==> config.mk <==
export PLATFORM = sky130hd
export DESIGN_NAME = buz_alarm_arbiter
export DESIGN_NICKNAME = d
export VERILOG_FILES = /design/src/rtl/buz_alarm_arbiter.sv
export SDC_FILE = /design/constraint.sdc
export NUM_CORES = 1
export LEC_CHECK = 0
export CAP_MARGIN = 20
export CORE_AREA = 2 2 81 68
export CTS_CLUSTER_DIAMETER = 80
export CTS_CLUSTER_SIZE = 10
export DETAILED_ROUTE_END_ITERATION = 10
export DIE_AREA = 0 0 83 70
export PLACE_DENSITY_LB_ADDON = 0.05
export SLEW_MARGIN = 20
export SYNTH_ARGS = -nofsm -noshare
export SYNTH_HDL_FRONTEND = slang
export SYNTH_SLANG_ARGS = --single-unit
==> constraint.sdc <==
create_clock -name CLK1K -period 3.5 [get_ports CLK1K]
set_clock_uncertainty 0.15 [all_clocks]
set_input_delay 0.875 -clock CLK1K [delete_from_list [all_inputs] [get_ports CLK1K]]
set_output_delay 0.875 -clock CLK1K [all_outputs]
set_load 0.02 [all_outputs]
==> src/rtl/buz_alarm_arbiter.sv <==
// buz_alarm_arbiter
//   Fixed-priority scheduler in front of the shared piezo buzzer. Each rising
//   edge on a request source becomes one pending event. One event is served at
//   a time: a single-cycle ALARM pulse, then a hold window that covers the full
//   buzzer pattern, then a silent gap before the next source may be served.
//
// Ports
//   CLK1K     in   1 kHz clock, rising edge
//   RSTN      in   asynchronous active-low reset
//   REQ       in   [NREQ] request levels; 0->1 is an event
//   MASK      in   [NREQ] 1 = source disabled (edges ignored, pending cleared)
//   FLUSH     in   clear all pending bits this cycle (running alarm unaffected)
//   ALARM     out  one-cycle trigger to the buzzer block
//   GRANT     out  [NREQ] one-hot source being served (FIRE/HOLD only)
//   BUSY      out  FSM not in IDLE
//   PENDING   out  [NREQ] registered pending-event flags
//   DROP_CNT  out  [8] saturating count of cycles with an event on a pending source
module buz_alarm_arbiter #(
  parameter int NREQ        = 4,
  parameter int HOLD_CYCLES = 4100,
  parameter int GAP_CYCLES  = 250,
  parameter int TW          = 13
) (
  input  logic            CLK1K,
  input  logic            RSTN,
  input  logic [NREQ-1:0] REQ,
  input  logic [NREQ-1:0] MASK,
  input  logic            FLUSH,
  output logic            ALARM,
  output logic [NREQ-1:0] GRANT,
  output logic            BUSY,
  output logic [NREQ-1:0] PENDING,
  output logic [7:0]      DROP_CNT
);

  typedef enum logic [1:0] {S_IDLE, S_FIRE, S_HOLD, S_GAP} state_e;

  localparam logic [TW-1:0] HOLD_LD = TW'(HOLD_CYCLES - 1);
  localparam logic [TW-1:0] GAP_LD  = TW'(GAP_CYCLES - 1);

  state_e          state_q, state_d;
  logic [TW-1:0]   timer_q, timer_d;
  logic [NREQ-1:0] grant_q, grant_d;
  logic            alarm_q, alarm_d;
  logic [NREQ-1:0] pend_q, pend_d;
  logic [NREQ-1:0] req_q;
  logic [7:0]      drop_q, drop_d;

  logic [NREQ-1:0] rise, pick, clr_g;

  // req_q resets to 0, so a level already high at the first clock is an edge.
  assign rise = REQ & ~req_q & ~MASK;
  // Lowest set bit = highest priority (two's complement isolate).
  assign pick = pend_q & (~pend_q + NREQ'(1));

  // State register
  always_ff @(posedge CLK1K or negedge RSTN) begin
    if (!RSTN) state_q <= S_IDLE;
    else       state_q <= state_d;
  end

  // Next state
  always_comb begin
    state_d = state_q;
    case (state_q)
      S_IDLE: if (|pend_q) state_d = S_FIRE;
      S_FIRE: state_d = S_HOLD;
      S_HOLD: if (timer_q == '0) state_d = S_GAP;
      S_GAP:  if (timer_q == '0) state_d = S_IDLE;
      default: state_d = S_IDLE;
    endcase
  end

  // Outputs / datapath. ALARM and GRANT are computed one cycle ahead so they
  // leave as flops aligned with the FIRE state.
  always_comb begin
    timer_d = timer_q;
    grant_d = grant_q;
    alarm_d = 1'b0;
    clr_g   = '0;
    case (state_q)
      S_IDLE: begin
        grant_d = '0;
        if (|pend_q) begin
          clr_g   = pick;
          grant_d = pick;
          alarm_d = 1'b1;
        end
      end
      S_FIRE: timer_d = HOLD_LD;
      S_HOLD: begin
        if (timer_q == '0) begin
          grant_d = '0;
          timer_d = GAP_LD;
        end else begin
          timer_d = timer_q - 1'b1;
        end
      end
      S_GAP: if (timer_q != '0) timer_d = timer_q - 1'b1;
      default: begin
        grant_d = '0;
        timer_d = '0;
      end
    endcase
  end

  // A rise on the bit granted this cycle re-arms it as a fresh event; it is
  // excluded from the drop count via clr_g.
  always_comb begin
    pend_d = ((pend_q & ~clr_g) | rise) & ~MASK & ~{NREQ{FLUSH}};
    drop_d = drop_q;
    if ((|(rise & pend_q & ~clr_g)) && (drop_q != 8'hFF))
      drop_d = drop_q + 8'd1;
  end

  always_ff @(posedge CLK1K or negedge RSTN) begin
    if (!RSTN) begin
      timer_q <= '0;
      grant_q <= '0;
      alarm_q <= 1'b0;
      pend_q  <= '0;
      req_q   <= '0;
      drop_q  <= '0;
    end else begin
      timer_q <= timer_d;
      grant_q <= grant_d;
      alarm_q <= alarm_d;
      pend_q  <= pend_d;
      req_q   <= REQ;
      drop_q  <= drop_d;
    end
  end

  assign ALARM    = alarm_q;
  assign GRANT    = grant_q;
  assign BUSY     = (state_q != S_IDLE);
  assign PENDING  = pend_q;
  assign DROP_CNT = drop_q;

endmodule

# Word level (Yosys, flattened, before mapping)
# Index checks and enable logic that the tools add are counted.
# classes
add_sub_neg,3
n_eq_ne,8
mux,13
bitwise,14
n_reduce_logical,12
# ops
operator,n
$pmux 13 s3,1
$and 4x4->4,8
$mux 13,2
$not 4->4,5
$logic_not 13->1,1
$reduce_bool 13->1,1
$sub 13x1->13 const B,1
$mux 4,3
$add 8x1->8 const B,1
$ne 2x2->1 const B,4
$ne 8x8->1 const B,1
$pmux 2 s4,1
$pmux 4 s2,1
$reduce_or 4->1,2
$mux 2,3
$add 4x1->4 const B,1
$eq 2x2->1 const B,2
$or 4x4->4,1
$reduce_and 2->1,2
$reduce_bool 2->1,2
$reduce_and 3->1,1
$reduce_bool 3->1,1
$eq 2x1->1 const B,1
$logic_not 2->1,1
2 further kinds,3
# word_totals
ff_bits,36
input_bits,11
output_inout_bits,18
elab_cells,57

# Longest topological paths before layout
# depth
word_depth,10
ltp_mapped,8
depth_no_buf,7

# Worst setup path before layout
# No wires, ideal clock.
# synth_path
path_kind,register to register
start,register state_q[0]
end,"register drop_q[7], in the netlist DROP_CNT[7]"
arrival_time_ns,1.973
slack_ns,1.252
path_stages_with_launch,8
path_buffers,0
period_less_slack_ns,2.248
path_cell_list,dfrtp_1 inv_1 ha_1 or3b_1 nand4b_1 o311ai_2 o2111ai_1 mux2_2
# synth_between
elab_chain_len,6
# synth_lines
element,line,source
"start, declared",41,"state_e state_q, state_d;"
"start signal, assigned",59,else state_q <= state_d;
$logic_not 2->1,81,case (state_q)
$mux 4,81,
$not 4->4,112,if ((|(rise & pend_q & ~clr_g)) && (drop_q != 8'hFF))
$and 4x4->4,112,
$reduce_or 4->1,112,
$logic_and 1x1->1,112,
"end signal, assigned",130,drop_q <= drop_d;
"end, declared",47,"logic [7:0] drop_q, drop_d;"
# No other way between the ends.
# A chain may end at the register's enable or synchronous reset.

# Worst setup path after layout
# layout_path
start,register state_q[1]
end,output port BUSY
# layout_between
elab_chain_len,1
# layout_lines
element,line,source
$reduce_bool 2->1,136,assign BUSY = (state_q != S_IDLE);
"end, declared",31,"output logic BUSY,"
# No other way between the ends.

==> metrics.txt <==
Main synth FF type dfrtp_1; Net Sw Frac 43.1%; Post-CTS Resized 0; Power Dens Cells 832 nW/um2; largest net degree at the start of global routing 37; worst ir drop on vdd 0.350 mV; FP Rows 24; residual DRC count 0; status finished clean; Area after DPL 2310 um2; Post-Synthesis Cells 201; Worst Tran Pin Value 0.618 ns; layout cells sized above 1 9.40%; r2r setup slk 0.95 ns; DR vias/cell 5.61; critical path class flip-flop to output port; Internal Power 0.00114 W; Clk network pwr share 15.7%; Num Clock Sinks 36; Mean Syn Cell Area 9.67 um2; CTS Hold Buffers Added 0; Synth cell types 47; Lkg Pwr 1.02 nW; CTS tree done; die area 5810 um2; Combinational Power Share 50.5%; I/O pin cnt 29; commonest non-fill, non-tap cell in the layout dfrtp_1; Routed Antenna Nets 0; crit start category flip-flop; # nets final 252; setup_tns 0 ns; number of port buffers 28; Synth Register Bits 36; CP Max Fanout 6; Hold Crit Start DROP_CNT[3]$_DFFE_PN0P_; Setup Fix Bufs, Post-CTS 0; DRT Wirelength 4470 um; total core area 5130 um2; Crit path arrival time 1.88 ns; RePlAce Congestion 0.833; Initial Util 37.9%; Worst Setup SP state_q[1]$_DFFE_PN0P_; vias post-DR 1678; setup violators final 0; Max Freq 0.344 GHz; total grt overflow 0; Synth-to-Final Area Change 23.6%; Final Cycle Share 83.0%; register area share after synthesis 46.3%; CTS clock-pin slew for the worst setup and hold paths 0.07 ns; Skew-Pair Late Insertion Delay 0.28 ns; RR Startpoint state_q[0]$_DFFE_PN0P_; RSZ-0062 raised after global routing false; worst rel slew slack 58.4%; TritonCTS Buffers 5; drt wl/cell 14.9 um; critical path, cell by cell inv_1, ha_1, inv_1, clkdlybuf4s50_1; Non-Filler Cell Area, Final 2400 um2; Final Max Tran Viols 0; CP dominant cell by count inv_1; NetSw 0.000861 W; Critical Path RT 2.47 ns; Net Count, Synth 219; Hold Path Class flip-flop to flip-flop; Max-Cap Viols 0; most frequent cells in the layout dfrtp_1, clkdlybuf4s50_1, a21oi_1, nor2_1, nand2_1; number of global-route vias before repair 1552; initial antenna violation count 0; Tmin final 2.91 ns; CP max stage cell clkdlybuf4s50_1; clk root buf clkbuf_8; number of synthesized flops with an enable pin 0; H-Tree Depth 2; ant diodes 0; Setup crit end kind output port; Max Buffers Root-to-Sink 2; die width 83 um; Syn. warnings 0; mapped cell area 1940 um2; gr usage total 16.5%; Final HPWL DP 3270 um; asr flop ratio synth 100%; CP peak stage delay 0.65 ns; die height 70 um; DRT iter0 DRCs 112; first-pass GRT wire length 7750 um; final hold violations 0; DR pass1 iterations 4; sequential share of power 33.8%
[metrics by stage]
stage                     cells  setup WS (ns)  hold WS (ns)  util [%]  power (W)
after detailed placement    292          0.748         0.361      44.9    0.00169
after floorplan             201           1.25         0.337         -    0.00137
after global placement      292          0.770         0.367      44.9    0.00167
after CTS                   299          0.567         0.376      46.8    0.00201
final                       299          0.595         0.370      46.8    0.00200
after global routing        299          0.447         0.390      46.8    0.00217
[synth_stat cells, types with 2 or more instances]
master    count  area (um2)
clkbuf_1      4        15.0
o21ai_0      12        60.1
a211oi_1      3        22.5
nor2_1       17        63.8
a21oi_1      17        85.1
dfrtp_1      36         901
nand3_1       7        35.0
or2_2         2        12.5
nand2_1      16        60.1
nand4b_1      2        17.5
o211ai_1      3        22.5
nor2b_1       4        25.0
o22a_1        5        43.8
nand2b_1      4        25.0
o22ai_1       2        12.5
inv_1         8        30.0
or3_1         3        18.8
mux2_2        2        22.5
nor3_1        6        30.0
xnor2_1       5        43.8
o21ai_1       3        15.0
nor4_1        2        12.5
a31oi_1       8        50.1
ha_1          7        87.6
[state kept, by name, indices dropped and copies added, names as in the netlist]
register and flops:
GRANT 4, PENDING 4, DROP_CNT 8, timer_q 13, req_q 4, ALARM 1
state_q 2
[critical path: cells and delay by family (launching register included)]
family | cells | cell delay [ns]
adders and majority gates | 1 | 0.27
buffers and inverters | 3 | 0.92
DFF | 1 | 0.41
[power groups by stage]
| stage | combinational [W] | clock (W) | sequential, W |
|---|---|---|---|
| after floorplan | 0.000667 | 0 | 0.000700 |
| after global placement | 0.000994 | 0 | 0.000673 |
| after CTS | 0.00101 | 0.000325 | 0.000673 |
| after global routing | 0.00112 | 0.000350 | 0.000696 |
| final | 0.00101 | 0.000314 | 0.000675 |
| after detailed placement | 0.00101 | 0 | 0.000680 |
[per-layer routing]
layer / vias up / GRT usage [%] / part of all wire (%)
met5: - / 0 / 0
met4: 0 / 4.74 / 0.58
met3: 2 / 4.37 / 6.0
met2: 57 / 23.8 / 45
met1: 809 / 24.3 / 49
li1: 810 / - / -
[worst paths after layout]
| path | end | cells after the start |
|---|---|---|
| max | BUSY | 4 |
| min | DROP_CNT[3]$_DFFE_PN0P_ | 1 |
| max reg2reg | DROP_CNT[7]$_DFFE_PN0P_ | 7 |
| min reg2reg | DROP_CNT[3]$_DFFE_PN0P_ | 1 |
| max in group asynchronous | DROP_CNT[0]$_DFFE_PN0P_ | 2 |
| min in group asynchronous | timer_q[1]$_DFFE_PN0P_ | 2 |
[cells by family (layout without fill, tap and decap cells)]
logic type                 after synthesis  after routing  share of synthesized area, %
muxes                                    5              5                          3.02
adders and majority gates                7              7                          4.50
DFF                                     36             36                          46.3
AOI/OAI and AO/OA                       63             63                          21.3
buffers and inverters                   12             45                          2.32
xor gates and xnor gates                 5              5                          2.25
and+or+nand+nor                         73             73                          20.3
[cell type report]
class	instances	area [um2]
tap	65	81.3
inverter	8	30.0
fill	472	2730
clock buffer	7	96.3
timing repair buffer	30	295
sequential	36	901
multi-input combinational	153	998
No activity file was read; power rests on OpenSTA's default activity.
